## config.mk

```make
export PLATFORM = sky130hd
export DESIGN_NAME = subterranean_serial_bridge
export DESIGN_NICKNAME = d
export VERILOG_FILES = /design/src/rtl/subterranean_serial_bridge.sv
export SDC_FILE = /design/constraint.sdc
export NUM_CORES = 1
export LEC_CHECK = 0
export ABC_AREA = 1
export CAP_MARGIN = 20
export CORE_ASPECT_RATIO = 0.8
export CORE_UTILIZATION = 35
export CTS_CLUSTER_DIAMETER = 100
export DETAILED_ROUTE_END_ITERATION = 10
export DONT_BUFFER_PORTS = 1
export PLACE_DENSITY = 0.51
export SYNTH_ARGS = -nofsm -noshare
export SYNTH_HDL_FRONTEND = slang
export SYNTH_SLANG_ARGS = --single-unit
```

## constraint.sdc

```tcl
create_clock -name clk -period 2 [get_ports clk]
set_input_delay 0.4 -clock clk [delete_from_list [all_inputs] [get_ports clk]]
set_output_delay 0.4 -clock clk [all_outputs]
set_load 0.02 [all_outputs]
```

## src/rtl/subterranean_serial_bridge.sv

```systemverilog
// Word-to-bit bridge around the bit-serial Subterranean round core: loads 257 state bits, runs the round, repacks the result.
// Optional SUBTERRANEAN_BRIDGE_MULTI_ROUND_EN adds n_rounds_i to chain several rounds per block.
module subterranean_serial_bridge #(
  parameter int STATE_W = 257,
  parameter int WORD_W  = 32
) (
  input  logic              clk,
  input  logic              arstn,
`ifdef SUBTERRANEAN_BRIDGE_MULTI_ROUND_EN
  input  logic [3:0]        n_rounds_i,
`endif
  input  logic [WORD_W-1:0] s_word_i,
  input  logic              s_valid_i,
  output logic              s_ready_o,
  output logic [WORD_W-1:0] m_word_o,
  output logic              m_valid_o,
  input  logic              m_ready_i,
  output logic              core_data_in_o,
  output logic              core_data_in_valid_o,
  input  logic              core_data_in_ready_i,
  input  logic              core_data_out_i,
  input  logic              core_data_out_valid_i,
  output logic              core_data_out_ready_o,
  output logic              core_start_o,
  input  logic              core_finish_i
);

  localparam int NWORDS = (STATE_W + WORD_W - 1) / WORD_W;
  localparam int CNT_W  = $clog2(STATE_W + 1);
  localparam int SH_W   = $clog2(WORD_W + 1);
  localparam int WC_W   = $clog2(NWORDS + 1);

  typedef enum logic [2:0] {IDLE, LOAD, START, WAIT, READ} state_e;

  state_e            state_q, state_d;
  logic [WORD_W-1:0] shreg_q, shreg_d;
  logic [SH_W-1:0]   shcnt_q, shcnt_d;
  logic [CNT_W-1:0]  bit_cnt_q, bit_cnt_d;
  logic [WC_W-1:0]   words_in_q, words_in_d;
  logic [CNT_W-1:0]  bits_left_q, bits_left_d;
  logic [WORD_W-1:0] asm_q, asm_d;
  logic [SH_W-1:0]   asm_cnt_q, asm_cnt_d;
  logic [WORD_W-1:0] m_word_q, m_word_d;
  logic              m_valid_q, m_valid_d;
  logic              more_rounds;
  logic              asm_full;
  logic              in_fire;
  logic              capture;
  logic [SH_W-1:0]   fin_shift;

`ifdef SUBTERRANEAN_BRIDGE_MULTI_ROUND_EN
  logic [3:0] rounds_q, rounds_d;
  assign more_rounds = (rounds_q > 4'd1);
`else
  assign more_rounds = 1'b0;
`endif

  // The next capture closes a word, so it must wait until the output register is free.
  assign asm_full  = (asm_cnt_q == SH_W'(WORD_W - 1)) || (bits_left_q == CNT_W'(1));
  assign fin_shift = SH_W'(WORD_W - 1) - asm_cnt_q;

  assign m_word_o       = m_word_q;
  assign m_valid_o      = m_valid_q;
  assign core_data_in_o = shreg_q[0];

  always_comb begin
    state_d               = state_q;
    shreg_d               = shreg_q;
    shcnt_d               = shcnt_q;
    bit_cnt_d             = bit_cnt_q;
    words_in_d            = words_in_q;
    bits_left_d           = bits_left_q;
    asm_d                 = asm_q;
    asm_cnt_d             = asm_cnt_q;
    m_word_d              = m_word_q;
    m_valid_d             = m_valid_q;
`ifdef SUBTERRANEAN_BRIDGE_MULTI_ROUND_EN
    rounds_d              = rounds_q;
`endif
    s_ready_o             = 1'b0;
    core_data_in_valid_o  = 1'b0;
    core_data_out_ready_o = 1'b0;
    core_start_o          = 1'b0;
    in_fire               = 1'b0;
    capture               = 1'b0;

    if (m_valid_q && m_ready_i) m_valid_d = 1'b0;

    case (state_q)
      IDLE: begin
        s_ready_o = 1'b1;
        if (s_valid_i) begin
          shreg_d    = s_word_i;
          shcnt_d    = SH_W'(WORD_W);
          bit_cnt_d  = '0;
          words_in_d = WC_W'(1);
`ifdef SUBTERRANEAN_BRIDGE_MULTI_ROUND_EN
          rounds_d   = (n_rounds_i == 4'd0) ? 4'd1 : n_rounds_i;
`endif
          state_d    = LOAD;
        end
      end
      LOAD: begin
        in_fire              = (shcnt_q != '0) && core_data_in_ready_i;
        core_data_in_valid_o = in_fire;
        if (in_fire) begin
          shreg_d   = shreg_q >> 1;
          shcnt_d   = shcnt_q - SH_W'(1);
          bit_cnt_d = bit_cnt_q + CNT_W'(1);
          if (bit_cnt_q == CNT_W'(STATE_W - 1)) state_d = START;
        end
        // A new word may replace the one whose last bit leaves this cycle; the final word contributes only bit 0.
        s_ready_o = (words_in_q != WC_W'(NWORDS)) &&
                    ((shcnt_q == '0) || ((shcnt_q == SH_W'(1)) && in_fire));
        if (s_ready_o && s_valid_i) begin
          shreg_d    = s_word_i;
          shcnt_d    = (words_in_q == WC_W'(NWORDS - 1)) ? SH_W'(1) : SH_W'(WORD_W);
          words_in_d = words_in_q + WC_W'(1);
        end
      end
      START: begin
        core_start_o = 1'b1;
        state_d      = WAIT;
      end
      WAIT: begin
        if (core_finish_i) begin
          if (more_rounds) begin
            state_d = START;
`ifdef SUBTERRANEAN_BRIDGE_MULTI_ROUND_EN
            rounds_d = rounds_q - 4'd1;
`endif
          end else begin
            state_d     = READ;
            bits_left_d = CNT_W'(STATE_W);
            asm_cnt_d   = '0;
            asm_d       = '0;
          end
        end
      end
      READ: begin
        core_data_out_ready_o = (bits_left_q != '0) && !(asm_full && m_valid_q && !m_ready_i);
        capture               = core_data_out_valid_i && core_data_out_ready_o;
        if (capture) begin
          bits_left_d = bits_left_q - CNT_W'(1);
          if (asm_full) begin
            m_word_d  = {core_data_out_i, asm_q[WORD_W-1:1]} >> fin_shift;
            m_valid_d = 1'b1;
            asm_d     = '0;
            asm_cnt_d = '0;
          end else begin
            asm_d     = {core_data_out_i, asm_q[WORD_W-1:1]};
            asm_cnt_d = asm_cnt_q + SH_W'(1);
          end
        end
        if ((bits_left_q == '0) && m_valid_q && m_ready_i) state_d = IDLE;
      end
      default: state_d = IDLE;
    endcase
  end

  always_ff @(posedge clk or negedge arstn) begin
    if (!arstn) begin
      state_q     <= IDLE;
      shreg_q     <= '0;
      shcnt_q     <= '0;
      bit_cnt_q   <= '0;
      words_in_q  <= '0;
      bits_left_q <= '0;
      asm_q       <= '0;
      asm_cnt_q   <= '0;
      m_word_q    <= '0;
      m_valid_q   <= 1'b0;
    end else begin
      state_q     <= state_d;
      shreg_q     <= shreg_d;
      shcnt_q     <= shcnt_d;
      bit_cnt_q   <= bit_cnt_d;
      words_in_q  <= words_in_d;
      bits_left_q <= bits_left_d;
      asm_q       <= asm_d;
      asm_cnt_q   <= asm_cnt_d;
      m_word_q    <= m_word_d;
      m_valid_q   <= m_valid_d;
    end
  end

`ifdef SUBTERRANEAN_BRIDGE_MULTI_ROUND_EN
  always_ff @(posedge clk or negedge arstn) begin
    if (!arstn) rounds_q <= 4'd0;
    else        rounds_q <= rounds_d;
  end
`endif

endmodule
```

==> impl_metrics.csv, run 1 <==
group,metric,value,unit
floorplanning,dieArea,23200,um^2
cells_and_area,insertedDiodeCount,0,
place,hpwlAfterDp,15100,um
yosys,synth_enable_flop_cells,0,
clock_network,cts_tree,"built",
grt,grt_use_met3,4.80,%
grt,antenna_violations_before_repair,0,
sta,drv_slew,0,
run_status,outcome,"complete, but fails checks",
grt,met2_usage,25.9,%
drt,drtIter0Drc,668,
cells_and_area,nets_final,1167,
yosys,async_flop_share,100,%
sta,fin_crit,1.99,ns
setup_path,worst_ep_required_time,1.60,ns
place,placed_cells,1383,
pwr,power.leakage,4.35,nW
grt,grt_pass1_wl,35300,um
place,weighted_congestion_at_the_end_of_routability_driven_global_placement,0.864,
yosys,synth.net_count,1165,
yosys,yosysUniqueCellTypes,35,
sta,final_min_period_over_clock_period,99.3,%
floorplanning,core_region_area,21900,um^2
setup_path,crit_path_max_fanout,4,
place,detailed_place.area,8220,um^2
yosys,syn_avg_cell_area,7.11,um^2
run_status,violated_checks,"hold timing",
yosys,postSynth.topFlopCell,"sky130_fd_sc_hd__dfrtp_1",
sta,timing_worst_slew_pin_value,0.435,ns
floorplanning,placement_rows,48,
floorplanning,io-pin-count,78,
cells_and_area,nFillCells,2345,
setup_path,crit-reg2reg-launch,"shcnt_q[0]",
pwr,vdd_drop_max,566,uV
place,placement.io_buffers,0,
grt,globalRouteOverflowTotal,0,
sta,fmax,0.503,GHz
yosys,yosys_warnings,0,
clock_network,cts_num_sinks,133,
sta,final_worst_setup_slack,0.0130,ns
yosys,postSynthRegisterBits,133,
floorplanning,initial_utilization,36.2,%
cells_and_area,layout-drive-gt1-share,12.2,%
drt,dr_total_vias,7138,
floorplanning,die_w,170,um
grt,global_route.peak_usage_layer,"met1",
clock_network,insertion_delay,0.43,ns
setup_path,setup.worst_path.class,"flip-flop to primary output",
grt,grt_pass1_vias,6457,
yosys,syn-cell-area,7920,um^2
grt,gr-usage-met1,30.8,%
clock_network,ctsHtreeMaxLevel,4,
clock_network,clkSlewWorstSetupHoldPaths,0.07,ns
setup_path,worst-endpoint-arrival,1.59,ns
setup_path,setup.worst_path.start,"shcnt_q[0]",
setup_path,timing.reg2reg.setup_slack,0.10,ns
sta,maxSlewHeadroom,70.9,%
sta,rsz0062_at_grt,"true",
setup_path,worstSetupStartpointType,"flip-flop",
setup_path,endpoint_kind,"primary output",
pwr,power_density,1310,nW/um^2
yosys,post_synth_inst_count,1114,
cells_and_area,post_layout_nonfiller_instances,1429,
cells_and_area,area.growth.synth_to_final,13.8,%
grt,largest_net_degree_at_the_start_of_global_routing,134,
drt,drt_first_pass_iters,5,
drt,wirelength,21700,um
place,post_placement_setup_slack,0.0298,ns
yosys,synth-seq-area-share,42.0,%
flow_run,max-cap-violations,0,
cells_and_area,post-route-cell-area,9010,um^2
clock_network,numCtsBuffers,17,
clock_network,max-clock-path-buffers,2,
sta,finClkSkew,0.0120,ns
drt,ant_nets,0,
grt,track_usage,19.6,%
setup_path,timing.rr.end,"shcnt_q[3]",
sta,finalHoldViolCount,133,
sta,fin_worst_hold_slack,-0.338,ns
hold_path,holdCritPathClass,"primary input to asynchronous set/reset pin",
drt,route.detailed.wl_per_inst,15.2,um
floorplanning,die_h,137,um
sta,finalSetupViolCount,0,
clock_network,ctsRootBufferMaster,"sky130_fd_sc_hd__clkbuf_16",
setup_path,r2r_cells,13,
drt,drcViolationCount,0,
drt,routed_via_density,5.00,
==> power breakdown <==
part	total (mW)	switching (mW)	internal [mW]
registers	3.79	0.465	3.33
clock network	3.02	1.27	1.75
logic	5.00	3.25	1.75
==> metal layers <==
metal	up-vias	share of wire, %
li1	3646	-
met1	3328	54
met2	151	39
met3	13	5.4
met4	0	0.98
met5	-	0
==> cell usage after synthesis, types with 4 or more instances <==
library cell	count	area, um^2
sky130_fd_sc_hd__dfrtp_1	133	3330
sky130_fd_sc_hd__nand2_2	5	31.3
sky130_fd_sc_hd__nand3_1	205	1030
sky130_fd_sc_hd__buf_6	6	67.6
sky130_fd_sc_hd__o31ai_1	6	45.0
sky130_fd_sc_hd__inv_1	47	176
sky130_fd_sc_hd__nor2_1	69	259
sky130_fd_sc_hd__o21ai_1	61	305
sky130_fd_sc_hd__xor2_1	10	87.6
sky130_fd_sc_hd__inv_2	16	60.1
sky130_fd_sc_hd__buf_2	21	105
sky130_fd_sc_hd__nand4_1	4	25.0
sky130_fd_sc_hd__nor3_1	11	55.1
sky130_fd_sc_hd__o21ai_0	47	235
sky130_fd_sc_hd__a21oi_1	15	75.1
sky130_fd_sc_hd__nand3_2	4	40.0
sky130_fd_sc_hd__clkbuf_1	16	60.1
sky130_fd_sc_hd__ha_1	11	138
sky130_fd_sc_hd__nand2_1	389	1460
sky130_fd_sc_hd__buf_4	15	113
==> registers in the layout, summed over array words and instances, names as in the netlist <==
name / cells
shreg_q: 32
state_q: 3
m_word_o: 32
bits_left_q: 9
shcnt_q: 6
asm_q: 31
bit_cnt_q: 9
asm_cnt_q: 6
m_valid_o: 1
words_in_q: 4
==> metrics by stage <==
step / util, % / setup TNS [ns] / hold slack [ns] / total power, mW
5_1_grt: 41.2 / -0.0932 / -0.363 / 12.8
3_3_place_gp: 37.6 / 0 / 0.108 / 8.40
4_1_cts: 40.6 / -0.00157 / -0.351 / 11.7
3_5_place_dp: 37.6 / 0 / 0.108 / 8.41
2_1_floorplan: - / 0 / 0.104 / 7.39
6_report: 41.2 / 0 / -0.338 / 11.8
==> worst max-delay path by stage <==
stage / slack (ns) / to
after floorplan: 0.36 / s_ready_o
after global placement: 0.11 / shreg_q[14]
after detailed placement: 0.03 / shreg_q[4]
after CTS: -0.002 / s_ready_o
after global routing: -0.06 / s_ready_o
final: 0.01 / s_ready_o
==> logic make-up after synthesis <==
group	after synthesis	share of synthesized area [%]
adder cells (fa/ha/maj)	11	1.74
buffers and inverters	126	7.65
AO/OA/AOI/OAI	132	8.69
flip-flops	133	42.0
AND/OR/NAND/NOR	700	38.6
XOR/XNOR	12	1.33
==> cells in the final DEF, fill, tap and decap left out, types with 2 or more instances in the layout <==
master / count
sky130_fd_sc_hd__nor2_2: 3
sky130_fd_sc_hd__o21ai_0: 47
sky130_fd_sc_hd__inv_1: 40
sky130_fd_sc_hd__inv_2: 18
sky130_fd_sc_hd__dfrtp_1: 130
sky130_fd_sc_hd__nand2_1: 385
sky130_fd_sc_hd__nand3_2: 5
sky130_fd_sc_hd__nor2_4: 3
sky130_fd_sc_hd__o31ai_1: 6
sky130_fd_sc_hd__a21oi_2: 2
sky130_fd_sc_hd__ha_1: 8
sky130_fd_sc_hd__ha_4: 2
sky130_fd_sc_hd__buf_12: 6
sky130_fd_sc_hd__a21oi_1: 14
sky130_fd_sc_hd__nand4_1: 4
sky130_fd_sc_hd__nand2_2: 8
sky130_fd_sc_hd__nand2_4: 4
sky130_fd_sc_hd__clkinv_4: 3
sky130_fd_sc_hd__xnor2_1: 2
sky130_fd_sc_hd__clkbuf_16: 18
sky130_fd_sc_hd__buf_4: 35
sky130_fd_sc_hd__o21ai_1: 61
sky130_fd_sc_hd__dfrtp_2: 3
sky130_fd_sc_hd__nor2_1: 68
sky130_fd_sc_hd__clkinv_2: 3
sky130_fd_sc_hd__nor3_1: 11
sky130_fd_sc_hd__nand3_4: 2
sky130_fd_sc_hd__clkinvlp_4: 4
sky130_fd_sc_hd__inv_4: 7
sky130_fd_sc_hd__nand3_1: 203
sky130_fd_sc_hd__inv_6: 3
sky130_fd_sc_hd__xor2_1: 10
==> final cells by class <==
| class | instances | area, um^2 | area share, % |
|---|---|---|---|
| Sequential cell | 133 | 3330 | 37.0 |
| Clock inverter | 14 | 128 | 1.42 |
| Tap cell | 300 | 375 | 4.17 |
| Clock buffer | 18 | 439 | 4.87 |
| Multi-Input combinational cell | 855 | 4050 | 45.0 |
| Timing Repair Buffer | 43 | 419 | 4.65 |
| Inverter | 66 | 265 | 2.94 |
==> repair_timing <==
action	in CTS	in global routing
endpoints found under the setup margin	3	78
gates cloned	0	1
setup buffers	6	7
resized for setup	14	20
pin swaps	5	11
endpoints found under the hold margin	133	133
==> worst max-delay path, stage by stage (launching register included) <==
cell	delay [ns]
sky130_fd_sc_hd__dfrtp_2	0.45
sky130_fd_sc_hd__inv_2	0.09
sky130_fd_sc_hd__ha_4	0.15
sky130_fd_sc_hd__inv_2	0.04
sky130_fd_sc_hd__nand2_2	0.06
sky130_fd_sc_hd__nand3_2	0.09
sky130_fd_sc_hd__a21oi_2	0.13
sky130_fd_sc_hd__buf_4	0.15
Power figures use the tool's default switching activity.
==> inputs of run 2 (changes only) <==
- ABC_AREA: 1 -> default
- PLACE_DENSITY: 0.51 -> 0.53
- clock period: 2 -> 1.7 ns (I/O delays scaled with it)
==> impl_metrics.csv, run 2 <==
group,metric,value,unit
sta,final_setup_tns,-56.39,ns
yosys,synth_enable_flop_cells,0,
yosys,postSynth.topFlopCell,"sky130_fd_sc_hd__dfrtp_1",
yosys,synthDominantCellAreaShare,41.6,%
setup_path,timing.reg2reg.setup_slack,-0.54,ns
yosys,post_synth_most_frequent_cells,"sky130_fd_sc_hd__dfrtp_1 (133), sky130_fd_sc_hd__nand2_1 (93), sky130_fd_sc_hd__o21ai_0 (64)",
setup_path,crit-reg2reg-launch,"bits_left_q[1]",
grt,track_usage,23.2,%
yosys,yosysUniqueCellTypes,69,
sta,timing_worst_slew_pin_value,0.572,ns
pwr,final_power,19.9,mW
floorplanning,dieArea,23400,um^2
drt,met3_routed_wirelength,1520,um
cells_and_area,area.growth.synth_to_final,55.1,%
setup_path,endpoint_kind,"primary output",
cells_and_area,layout_common_cells,"sky130_fd_sc_hd__buf_4 (170), sky130_fd_sc_hd__dfrtp_1 (130), sky130_fd_sc_hd__nand2_1 (59)",
run_status,violated_checks,"hold timing, setup timing",
drt,dr_total_vias,7340,
sta,finalSetupViolCount,136,
cells_and_area,insertedDiodeCount,0,
flow_run,max-cap-violations,0,
clock_network,cts_num_sinks,133,
cells_and_area,nets_final,1019,
sta,final_worst_setup_slack,-0.620,ns
yosys,post_synth_inst_count,757,
floorplanning,die_w,171,um
clock_network,insertion_delay,0.44,ns
grt,grt_pass1_vias,7408,
drt,routed_metal_1_wire_length,12300,um
setup_path,cpMostUsedCell,"sky130_fd_sc_hd__buf_6",
yosys,synth-seq-area-share,41.6,%
yosys,yosys_warnings,0,
drt,met2_wirelength,12600,um
sta,rsz0062_at_grt,"true",
setup_path,setup.worst_path.class,"flip-flop to primary output",
grt,grt_pass1_wl,41500,um
clock_network,clkSlewWorstSetupHoldPaths,0.07,ns
sta,drv_slew,0,
drt,drcViolationCount,0,
floorplanning,die_h,137,um
floorplanning,placement_rows,49,
pwr,vdd_drop_max,793,uV
grt,largest_net_degree_at_the_start_of_global_routing,134,
run_status,outcome,"complete, but fails checks",
drt,route.detailed.wl_per_inst,21.0,um
setup_path,r2r_cells,10,
pwr,power_density,1600,nW/um^2
sta,maxSlewHeadroom,61.8,%
setup_path,timing.rr.end,"asm_q[23]",
sta,finalHoldViolCount,133,
clock_network,ctsHtreeMaxLevel,4,
place,weighted_congestion_at_the_end_of_routability_driven_global_placement,0.902,
floorplanning,io-pin-count,78,
setup_path,worst_ep_required_time,1.36,ns
sta,fmax,0.431,GHz
drt,drt_first_pass_iters,5,
floorplanning,initial_utilization,35.6,%
grt,antenna_violations_before_repair,0,
clock_network,ctsRootBufferMaster,"sky130_fd_sc_hd__clkbuf_16",
sta,finClkSkew,0.0164,ns
pwr,power.leakage,5.24,nW
yosys,synth.net_count,808,
grt,globalRouteOverflowTotal,0,
place,post_placement_setup_slack,-0.474,ns
setup_path,timing.critical_path.cells,"inv_2 > ha_4 > or4b_4 > nor2_4 > buf_6 > nor3_4 > buf_6",
clock_network,numCtsBuffers,17,
drt,ant_nets,0,
drt,drtIter0Drc,495,
clock_network,max-clock-path-buffers,2,
cells_and_area,most_common_library_cell_in_the_layout_ignoring_fill_and_taps,"sky130_fd_sc_hd__buf_4",
setup_path,critical_path.max_stage_delay,0.48,ns
setup_path,worstSetupStartpointType,"flip-flop",
yosys,async_flop_share,100,%
place,placement.io_buffers,0,
hold_path,holdCritPathClass,"primary input to asynchronous set/reset pin",
yosys,syn-cell-area,7990,um^2
floorplanning,core_region_area,22400,um^2
yosys,postSynthRegisterBits,133,
drt,topRoutingLayerUsed,"met4",
yosys,syn_avg_cell_area,10.6,um^2
place,hpwlAfterDp,16700,um
sta,fin_crit,2.32,ns
setup_path,critical-path-slowest-cell,"sky130_fd_sc_hd__or4b_4",
setup_path,crit_path_max_fanout,3,
drt,routed_via_density,5.70,
cells_and_area,layout-drive-gt1-share,52.3,%
sta,fin_worst_hold_slack,-0.403,ns
yosys,synth_largest_area_cell,"sky130_fd_sc_hd__dfrtp_1",
yosys,synth_most_common_cell,"sky130_fd_sc_hd__dfrtp_1",
yosys,netlist_top_cells_area,"sky130_fd_sc_hd__dfrtp_1 (42%), sky130_fd_sc_hd__mux4_2 (9.9%), sky130_fd_sc_hd__mux2i_1 (7.3%), sky130_fd_sc_hd__a22o_1 (5.2%), sky130_fd_sc_hd__nand2_1 (4.4%)",
sta,final_min_period_over_clock_period,136,%
setup_path,worst-endpoint-arrival,1.98,ns
drt,wirelength,27000,um
clock_network,cts_tree,"built",
-- run 2: cells by family (layout without fill, tap and decap cells) --
kind of cell | after synthesis | in the layout | synth area share [%]
AOI/OAI and AO/OA | 206 | 206 | 18.4
xor gates and xnor gates | 6 | 6 | 0.658
adders and majority gates | 11 | 11 | 1.72
buffers and inverters | 69 | 293 | 4.26
DFF | 133 | 133 | 41.6
muxes | 112 | 112 | 19.8
and+or+nand+nor | 220 | 220 | 13.5
-- run 2: final cells by class --
class	count	area [um^2]
flip-flops and latches	133	3330
well taps	306	383
clock inverters	15	228
fillers	1854	10000
clock buffers	17	425
inverters	13	48.8
repair buffers	248	2590
multi-input cells	555	5380
-- run 2: worst max-delay path by stage --
stage / startpoint / endpoint / cells after the start
final: bits_left_q[1] / core_data_out_ready_o / 7
after global routing: bits_left_q[1] / core_data_out_ready_o / 7
after CTS: bits_left_q[0] / core_data_out_ready_o / 8
after detailed placement: asm_cnt_q[1] / m_word_o[6] / 5
after global placement: asm_cnt_q[1] / m_word_o[6] / 5
after floorplan: bits_left_q[0] / m_word_o[10] / 9
-- run 2: power breakdown --
group | internal (mW) | switching (mW) | leakage, nW
Clock | 2.42 | 1.74 | 0.321
Combinational | 5.89 | 5.17 | 3.15
Sequential | 3.86 | 0.807 | 1.77
-- run 2: worst max-delay path, delay by kind of cell, from the launching register on --
kind,cells,cell delay (ns)
and+or+nand+nor,3,0.68
DFF,1,0.40
adders and majority gates,1,0.12
buffers and inverters,3,0.33
-- run 2: per-layer routing --
metal | GRT usage [%] | vias to the layer above
met5 | 0 | -
met4 | 7.74 | 0
met2 | 36.7 | 213
met1 | 31.8 | 3757
met3 | 4.45 | 44
li1 | - | 3326
-- run 2: metrics by stage --
stage | utilization (%) | cells | hold slack, ns | cell area (um^2)
after global routing | 55.2 | 1287 | -0.429 | 12400
after floorplan | - | 757 | 0.0444 | 8170
after CTS | 52.1 | 1275 | -0.421 | 11700
after global placement | 43.1 | 1192 | 0.0469 | 9680
final | 55.2 | 1287 | -0.403 | 12400
after detailed placement | 43.1 | 1192 | 0.0478 | 9680
-- run 2: what timing repair did --
action                                 4_1_cts  5_1_grt
resized for setup                          195      112
setup endpoints to repair                  136      137
pin swaps                                  101       43
endpoints found under the hold margin      133      133
gates cloned                                16        7
setup buffers                               38       12
